[config.mk]
export PLATFORM = sky130hd
export DESIGN_NAME = hc165_scan_sched
export DESIGN_NICKNAME = d
export VERILOG_FILES = /design/src/rtl/hc165_pkg.sv /design/src/rtl/hc165_period_timer.sv /design/src/rtl/hc165_scan_sched.sv
export SDC_FILE = /design/constraint.sdc
export NUM_CORES = 1
export LEC_CHECK = 0
export ABC_AREA = 0
export CAP_MARGIN = 20
export CORE_UTILIZATION = 40
export CTS_CLUSTER_SIZE = 8
export DETAILED_ROUTE_END_ITERATION = 12
export MAX_ROUTING_LAYER = met4
export PLACE_DENSITY = 0.68
export SYNTH_ARGS = -nofsm -noshare
export SYNTH_HDL_FRONTEND = slang
export SYNTH_SLANG_ARGS = --single-unit
[constraint.sdc]
create_clock -name clk -period 2.1 [get_ports clk]
set_clock_uncertainty 0.15 [all_clocks]
set_input_delay 0.21 -clock clk [delete_from_list [all_inputs] [get_ports clk]]
set_output_delay 0.21 -clock clk [all_outputs]
set_load 0.03 [all_outputs]
[src/rtl/hc165_pkg.sv]
// hc165_pkg
//   Shared definitions for the 74HC165 scan scheduler slice.
//   - HC165_W        : width of one chain's parallel code (8 bits)
//   - hc165_state_e  : scan sequencer states (IDLE, SETTLE, START, WAIT, NEXT)
package hc165_pkg;

  localparam int HC165_W = 8;

  typedef enum logic [2:0] {
    ST_IDLE,
    ST_SETTLE,
    ST_START,
    ST_WAIT,
    ST_NEXT
  } hc165_state_e;

endpackage

[src/rtl/hc165_period_timer.sv]
// hc165_period_timer
//   Periodic trigger plus single-bit pending-request latch for the scan
//   scheduler.
//   Ports:
//     clk       in   system clock
//     rst_n     in   synchronous active-low reset
//     enable    in   period counter runs while high, held at 0 while low
//     req_force in   one-cycle request for an immediate scan
//     take      in   sequencer consumes the pending request this cycle
//     pending   out  a scan request is outstanding (includes this cycle's
//                    requests, so an idle sequencer reacts on the next edge)
module hc165_period_timer
  import hc165_pkg::*;
#(
  parameter int PERIOD = 50000
) (
  input  logic clk,
  input  logic rst_n,
  input  logic enable,
  input  logic req_force,
  input  logic take,
  output logic pending
);

  localparam int CW = $clog2(PERIOD);

  logic [CW-1:0] cnt;
  logic          pend_q;
  logic          hit;

  assign hit     = enable && (cnt == CW'(PERIOD - 1));
  // Requests arriving in the cycle the sequencer takes are folded into
  // the scan being started rather than queuing a second one.
  assign pending = pend_q | req_force | hit;

  always_ff @(posedge clk) begin
    if (!rst_n) begin
      cnt    <= '0;
      pend_q <= 1'b0;
    end else begin
      if (!enable || hit) cnt <= '0;
      else                cnt <= cnt + 1'b1;
      pend_q <= take ? 1'b0 : pending;
    end
  end

endmodule

[src/rtl/hc165_scan_sched.sv]
// hc165_scan_sched
//   Shares one hc165_drive reader among N_CH 74HC165 chains behind an
//   external mux. Steps the mux select through every channel, waits for the
//   select to settle, pulses the driver start, stores each returned code in
//   a register bank and flags channels that never answer.
//   Optional feature macro: HC165_CHANGE_IRQ_EN adds o_change_irq, a pulse
//   with o_scan_done when any stored code differed from its previous value.
//   Ports:
//     clk, rst_n      clock, synchronous active-low reset
//     i_enable        enables periodic scans every PERIOD cycles
//     i_force         one-cycle request for an immediate scan
//     i_clr_err       clears o_timeout (a simultaneous new timeout wins)
//     o_start         one-cycle start pulse to the driver
//     i_code_valid    driver data-valid pulse (ignored outside WAIT)
//     i_code          driver data
//     o_sel           mux select of the active chain
//     o_busy          high from scan start until o_scan_done
//     o_scan_done     one-cycle pulse after the last channel is handled
//     o_code_bank     channel k in bits [8k+7:8k], all ones after reset
//     o_timeout       sticky: some channel failed to answer in TIMEOUT cycles
//     o_change_irq    (HC165_CHANGE_IRQ_EN only) code-change pulse
module hc165_scan_sched
  import hc165_pkg::*;
#(
  parameter  int N_CH    = 4,
  parameter  int PERIOD  = 50000,
  parameter  int SETTLE  = 4,
  parameter  int TIMEOUT = 1023,
  localparam int SEL_W   = $clog2(N_CH)
) (
  input  logic                    clk,
  input  logic                    rst_n,
  input  logic                    i_enable,
  input  logic                    i_force,
  input  logic                    i_clr_err,
  output logic                    o_start,
  input  logic                    i_code_valid,
  input  logic [HC165_W-1:0]      i_code,
  output logic [SEL_W-1:0]        o_sel,
  output logic                    o_busy,
  output logic                    o_scan_done,
  output logic [HC165_W*N_CH-1:0] o_code_bank,
  output logic                    o_timeout
`ifdef HC165_CHANGE_IRQ_EN
  ,
  output logic                    o_change_irq
`endif
);

  localparam int SCW = $clog2(SETTLE + 1);
  localparam int TCW = $clog2(TIMEOUT + 1);

  hc165_state_e   state;
  logic [SCW-1:0] settle_cnt;
  logic [TCW-1:0] wait_cnt;
  logic           pending;
  logic           take;
  int             slot_lsb;
`ifdef HC165_CHANGE_IRQ_EN
  logic           changed;
`endif

  assign take     = (state == ST_IDLE) && pending;
  assign slot_lsb = int'(o_sel) * HC165_W;

  hc165_period_timer #(
    .PERIOD (PERIOD)
  ) u_timer (
    .clk       (clk),
    .rst_n     (rst_n),
    .enable    (i_enable),
    .req_force (i_force),
    .take      (take),
    .pending   (pending)
  );

  always_ff @(posedge clk) begin
    if (!rst_n) begin
      state       <= ST_IDLE;
      settle_cnt  <= '0;
      wait_cnt    <= '0;
      o_start     <= 1'b0;
      o_sel       <= '0;
      o_busy      <= 1'b0;
      o_scan_done <= 1'b0;
      o_code_bank <= '1;
      o_timeout   <= 1'b0;
`ifdef HC165_CHANGE_IRQ_EN
      changed      <= 1'b0;
      o_change_irq <= 1'b0;
`endif
    end else begin
      o_start     <= 1'b0;
      o_scan_done <= 1'b0;
`ifdef HC165_CHANGE_IRQ_EN
      o_change_irq <= 1'b0;
`endif
      // Clear first so a timeout set later in this block takes priority.
      if (i_clr_err) o_timeout <= 1'b0;

      case (state)
        ST_IDLE: begin
          if (pending) begin
            o_sel      <= '0;
            o_busy     <= 1'b1;
            settle_cnt <= '0;
`ifdef HC165_CHANGE_IRQ_EN
            changed    <= 1'b0;
`endif
            state      <= ST_SETTLE;
          end
        end
        ST_SETTLE: begin
          if (settle_cnt == SCW'(SETTLE - 1)) state <= ST_START;
          else                                settle_cnt <= settle_cnt + 1'b1;
        end
        ST_START: begin
          o_start  <= 1'b1;
          wait_cnt <= '0;
          state    <= ST_WAIT;
        end
        ST_WAIT: begin
          if (i_code_valid) begin
            o_code_bank[slot_lsb +: HC165_W] <= i_code;
`ifdef HC165_CHANGE_IRQ_EN
            if (o_code_bank[slot_lsb +: HC165_W] != i_code) changed <= 1'b1;
`endif
            state <= ST_NEXT;
          end else if (wait_cnt == TCW'(TIMEOUT - 1)) begin
            // No answer within TIMEOUT cycles: keep the old slot value.
            o_timeout <= 1'b1;
            state     <= ST_NEXT;
          end else begin
            wait_cnt <= wait_cnt + 1'b1;
          end
        end
        ST_NEXT: begin
          if (o_sel == SEL_W'(N_CH - 1)) begin
            o_scan_done  <= 1'b1;
            o_busy       <= 1'b0;
`ifdef HC165_CHANGE_IRQ_EN
            o_change_irq <= changed;
`endif
            state        <= ST_IDLE;
          end else begin
            o_sel      <= o_sel + 1'b1;
            settle_cnt <= '0;
            state      <= ST_SETTLE;
          end
        end
        default: state <= ST_IDLE;
      endcase
    end
  end

endmodule

* After elaboration in Yosys (flattened, before gate mapping)
Cells that the tools add are included.
** Storage, ports and cells
- Word-level logic and storage cells :: 80
- Output and inout bits :: 38
- Register bits :: 71
** Operators by class
- Muxes and demuxes :: 26
- Reduce and logical (&&, ||, !) cells :: 17
- Shift operators :: 2
- $add $sub $neg :: 5
- Bitwise gates (word level) :: 3
- Equal/unequal tests :: 16
** Operators by type and width (number)
- $neg 5->33 :: 1
- $shift 8x33->32 const A :: 1
- $shiftx 8x33->32 :: 1
- $bwmux 32 :: 1
- $mux 3 :: 7
- $mux 10 :: 2
- $pmux 10 s2 :: 1
- $add 16x1->16 const B :: 1
- $eq 16x16->1 const B :: 1
- $pmux 3 s5 :: 1
- $ne 2x2->1 const B :: 7
- $reduce_and 3->1 :: 4
- $add 10x1->10 const B :: 1
- $eq 10x10->1 const B :: 1
- $eq 3x2->1 const B :: 3
- $mux 1 :: 9
- $pmux 3 s3 :: 1
- $mux 2 :: 2
- $pmux 2 s2 :: 1
- $reduce_and 2->1 :: 2
- $reduce_and 4->1 :: 1
- $reduce_bool 2->1 :: 2
- $reduce_or 2->1 :: 2
- $add 3x1->3 const B :: 1
- 13 further kinds :: 15

* Longest topological paths before layout
- Depth after elaboration :: 5
- Gate-level depth with buffers :: 6
- Mapped depth without buffers :: 6

* Cells and area by module
Synthesis repeated with hierarchy kept, for this count alone.
** Unflattened totals
- Cell total of the unflattened synthesis :: 302
- Area total of the unflattened synthesis :: 3069.2 um^2
** By module, submodules not included
- hc165_scan_sched :: cells an instance 220, area each 2294.7 um^2, times used 1, sequential area each 1081.0 um^2
- hc165_period_timer :: cells an instance 82, area each 774.5 um^2, times used 1, sequential area each 340.3 um^2

* Worst setup path after synthesis
Ideal clock, no wire load.
- Path type :: register to register
- Start :: reg o_sel[0]
- End :: reg o_code_bank[10]
- Clock period less this slack :: 2.172 ns
- Stages on the path, launching flop included :: 6
- Slack :: -0.072 ns
- Setup time :: 0.063 ns
- Buffers on the path :: 0
- Arrival time :: 1.959 ns
- Cell sequence :: dfxtp_1 -> inv_1 -> ha_1 -> nor3b_1 -> nand4_1 -> nand3_1
** Between the ends
- Cells in the longest elaborated chain, start to end :: 3
- Elaborated cells between the ends (all ways) :: 4
- Classes of those cells :: 1 x add/sub; 2 x shift; 1 x mux
** RTL lines
- from (decl) :: RTL line hc165_scan_sched.sv:39 : output logic [SEL_W-1:0] o_sel,
- from (signal assigned) :: RTL line hc165_scan_sched.sv:146 : o_sel <= o_sel + 1'b1;
- $neg 5->33 (*) :: RTL line hc165_scan_sched.sv:124 : o_code_bank[slot_lsb +: HC165_W] <= i_code;
- $shiftx 8x33->32 or $shift 8x33->32 (tied branches) :: RTL line hc165_scan_sched.sv:124
- $bwmux 32 (*) :: RTL line hc165_scan_sched.sv:124
- to (signal, indexed assignment) :: RTL line hc165_scan_sched.sv:124
- to (decl) :: RTL line hc165_scan_sched.sv:42 : output logic [HC165_W*N_CH-1:0] o_code_bank,
Mark *: on every way between the ends. The rest lies on a longest branch, timed or not.
A chain may end at the register's enable or synchronous reset.

* Worst setup path after layout
- Start :: reg u_timer.cnt[5]
- End :: reg o_busy
** Between the ends
- Cells in the longest elaborated chain, start to end :: 5
** RTL lines
- from (decl) :: RTL line hc165_period_timer.sv:27 : logic [CW-1:0] cnt;
- from (signal assigned) :: RTL line hc165_period_timer.sv:42 : else cnt <= cnt + 1'b1;
- $eq 16x16->1 :: RTL line hc165_period_timer.sv:31 : assign hit = enable && (cnt == CW'(PERIOD - 1));
- $logic_and 1x1->1 :: RTL line hc165_period_timer.sv:31
- $or 1x1->1 :: RTL line hc165_period_timer.sv:34 : assign pending = pend_q | req_force | hit;
- $ne 2x2->1 (no line)
- $reduce_and 3->1 (no line)
- to (signal assigned) :: RTL line hc165_scan_sched.sv:84 : o_busy <= 1'b0;
- to (signal assigned) :: RTL line hc165_scan_sched.sv:105 : o_busy <= 1'b1;
- to (signal assigned) :: RTL line hc165_scan_sched.sv:140 : o_busy <= 1'b0;
- to (decl) :: RTL line hc165_scan_sched.sv:40 : output logic o_busy,
Every way passes these cells.

==> reports/results.tsv <==
stage	metric	value	unit
power_and_ir_drop	Clock power frac	43.9	%
detailed_routing	WL/cell	14.2	um
die	die span in x	89.5	um
finish	cell area after layout	4070	um^2
timing	slew of the pin with the lowest slew margin	0.736	ns
place	DPL Wire Length	5.02	mm
clock_tree	Clock Latency Late Sink	0.35	ns
timing	final setup vio count	1	
detailed_routing	Initial DRC Count	76	
clock_tree	CTS Root Cell	clkbuf_8	
timing	max_slew headroom	50.4	%
detailed_routing	drt pass-1 iters	4	
worst_setup_path	Critical Path Fanout Max	5	
power_and_ir_drop	power share of the combinational group	6.2	%
timing	final worst-path cycle share	100	%
place	Port Buffers	51	
power_and_ir_drop	sw frac	23.7	%
power_and_ir_drop	P_leak	1.47	nW
worst_setup_path	critical path arrival	2.25	ns
min_path	worst min path class	flip-flop to flip-flop	
worst_setup_path	CP Launch Type	flip-flop	
logic_synthesis	simple-gate share of the synthesized area	26.7	%
clock_tree	clk slew on worst S/H paths	0.08	ns
logic_synthesis	XOR/XNOR Fraction of Synth Area	4.29	%
global_routing	antenna violations before repair	0	
clock_tree	H-tree depth	3	
logic_synthesis	Post-synth ARST share	0	%
place	GPL Wtd Cong	0.780	
worst_setup_path	CP endpoint kind	flip-flop	
clock_tree	CTS tree	yes	
logic_synthesis	Compound-Gate Fraction of Synth Area	14.9	%
global_routing	largest net degree at the start of global routing	28	
job	max_cap viols	0	
detailed_routing	drt total wl	7.15	mm
power_and_ir_drop	maximum VDD drop	0.394	mV
finish	commonest non-fill, non-tap cell in the layout	dfxtp_1	
logic_synthesis	FF+latch count, synth	71	
timing	Hold Fails Final Rpt	0	
clock_tree	clock buffer depth	2	
logic_synthesis	Unique masters post-synth	52	
detailed_routing	via/cell ratio	5.45	
finish	share of cells above drive strength 1	13.3	%
place	Placement Cell Area	3830	um^2
detailed_routing	detailed-route DRC error count	0	
clock_tree	clock sink count	71	
logic_synthesis	Yosys warnings	0	
logic_synthesis	largest family of logic cells by synthesized area	simple AND/OR/NAND/NOR gates	
power_and_ir_drop	Psw	657	uW
global_routing	gr ovfl total	0	
clock_tree	postcts setup bufs	0	
power_and_ir_drop	power density over the cells	681	nW/um^2
worst_setup_path	Worst Path Required	2.24	ns
power_and_ir_drop	Flop pwr share	49.9	%
global_routing	first-pass GRT wire length	11.6	mm
die	Die Y	89.5	um
timing	FMAX	474	MHz
die	core area	7330	um^2
global_routing	Tot GR Track Use	19.8	%
detailed_routing	antenna viol nets, final	0	
logic_synthesis	post-synthesis mux area share	0.368	%
die	Rows	31	
worst_setup_path	r2r setup slk	-0.01	ns
logic_synthesis	cells after synthesis	329	
logic_synthesis	EDFF count, synth	0	
timing	Final Worst Setup Slack	-0.0102	ns
finish	commonest cells after routing, fill and taps aside	dfxtp_1, clkdlybuf4s50_1, nand2_1, nand3_1, nand4_1	
logic_synthesis	syn avg cell area	9.31	um^2
global_routing	vias in the first global route	2375	
timing	final max-slew violation count	0	
outcome	status	complete, but fails checks	
die	die footprint	8010	um^2
logic_synthesis	Adder-Cell Fraction of Synth Area	4.09	%
logic_synthesis	Mapped Nets	353	
logic_synthesis	Seq/Total Area, Yosys	46.4	%
logic_synthesis	post-synthesis cell area	3060	um^2
finish	Syn-to-layout area delta	32.9	%
finish	layout net count	425	
logic_synthesis	Post-synth top flop	dfxtp_1	
outcome	failing checks	setup timing	
power_and_ir_drop	Pint	2.11	mW
die	Ports	52	
timing	Final Critical Period	2.11	ns
finish	ANT cells	0	
worst_setup_path	CP Class	flip-flop to flip-flop	
timing	RSZ-0062 raised after global routing	true	
detailed_routing	total number of vias	2750	
place	worst slack, placed	0.00144	ns
clock_tree	Hold Buf Count CTS	0	
die	Initial Util	41.8	%
clock_tree	CTS buffer count	9	
power by group through the flow:
stage / clock, mW / sequential, mW / combinational [mW]
after global routing: 1.30 / 1.39 / 0.192
after global placement: 0 / 1.41 / 0.162
after floorplan: 0 / 1.42 / 0.0902
after CTS: 1.23 / 1.38 / 0.166
final: 1.22 / 1.38 / 0.172
after detailed placement: 0 / 1.41 / 0.165
sequential cells by signal (all words and copies together) (netlist names):
register and flops:
o_busy 1, o_start 1, state 3, o_sel 2, o_timeout 1, o_scan_done 1, u_timer.pend_q 1, o_code_bank 32
settle_cnt 3, u_timer.cnt 16, wait_cnt 10
critical path: stages (launching register included):
cell and delay [ns]:
dfxtp_1 0.32, or4b_4 0.53, or4_4 0.61, a2111oi_4 0.31
o21a_1 0.15
final cells by class:
cell class	count	area, um^2
Timing Repair Buffer	75	691
Multi-Input combinational cell	233	1570
Fill cell	638	3260
Clock buffer	9	124
Tap cell	99	124
Inverter	11	41.3
Sequential cell	71	1420
Clock inverter	7	96.3
cell usage after synthesis (all sizes together) (2+ instances only):
master	n	area, um^2
dfxtp	71	1420
nand2	34	128
nand3	27	135
nand4	25	156
nor2	24	90.1
a221o	16	160
a21oi	12	60.1
clkbuf	11	41.3
inv	11	41.3
ha	10	125
xnor2	9	78.8
o21ai	8	40.0
nor3	6	30.0
o31ai	6	45.0
xor2	6	52.6
nor4b	5	56.3
nor4	4	25.0
or4	4	33.8
a31oi	3	18.8
buf	3	16.3
or3	3	18.8
a32oi	2	25.0
and4	2	17.5
nand2b	2	12.5
nand4b	2	17.5
nor3b	2	15.0
o21a	2	15.0
or4b	2	23.8
repair_timing:
item | CTS | global route
endpoints found under the setup margin | 1 | 3
cloned | 0 | 0
gates resized for setup | 0 | 4
pin swaps | 1 | 4
stage by stage:
step | setup TNS (ns) | util (%) | total power [mW] | std cells | hold slack [ns]
after floorplan | -0.260 | - | 1.51 | 329 | 0.198
after global placement | 0 | 52.2 | 1.58 | 489 | 0.300
after detailed placement | 0 | 52.2 | 1.58 | 489 | 0.307
after CTS | -0.0110 | 55.2 | 2.78 | 505 | 0.319
after global routing | -0.172 | 55.5 | 2.88 | 505 | 0.337
final | -0.0102 | 55.5 | 2.77 | 505 | 0.318
cell families after synthesis:
group / Yosys count
AOI/OAI and AO/OA: 58
xor gates and xnor gates: 15
adders and majority gates: 10
buffers and inverters: 25
DFF: 71
muxes: 1
and+or+nand+nor: 149
layer usage:
layer | vias up | global-route usage, % | wire length, um
met4 | 0 | 8.66 | 161
met2 | 90 | 29.2 | 3160
li1 | 1378 | - | -
met5 | - | - | 0
met1 | 1269 | 26.3 | 3410
met3 | 13 | 3.79 | 420
final timing paths:
path / start / to / depth (start not counted)
worst min register to register: o_code_bank[8]$_SDFFE_PN1P_ / o_code_bank[8]$_SDFFE_PN1P_ / 2
worst max-delay path: u_timer.cnt[5]$_SDFF_PP0_ / o_busy$_SDFFE_PN0P_ / 4
worst max register to register: u_timer.cnt[5]$_SDFF_PP0_ / o_busy$_SDFFE_PN0P_ / 4
worst min-delay path: o_code_bank[8]$_SDFFE_PN1P_ / o_code_bank[8]$_SDFFE_PN1P_ / 2
(Power assumes the default switching activity.)
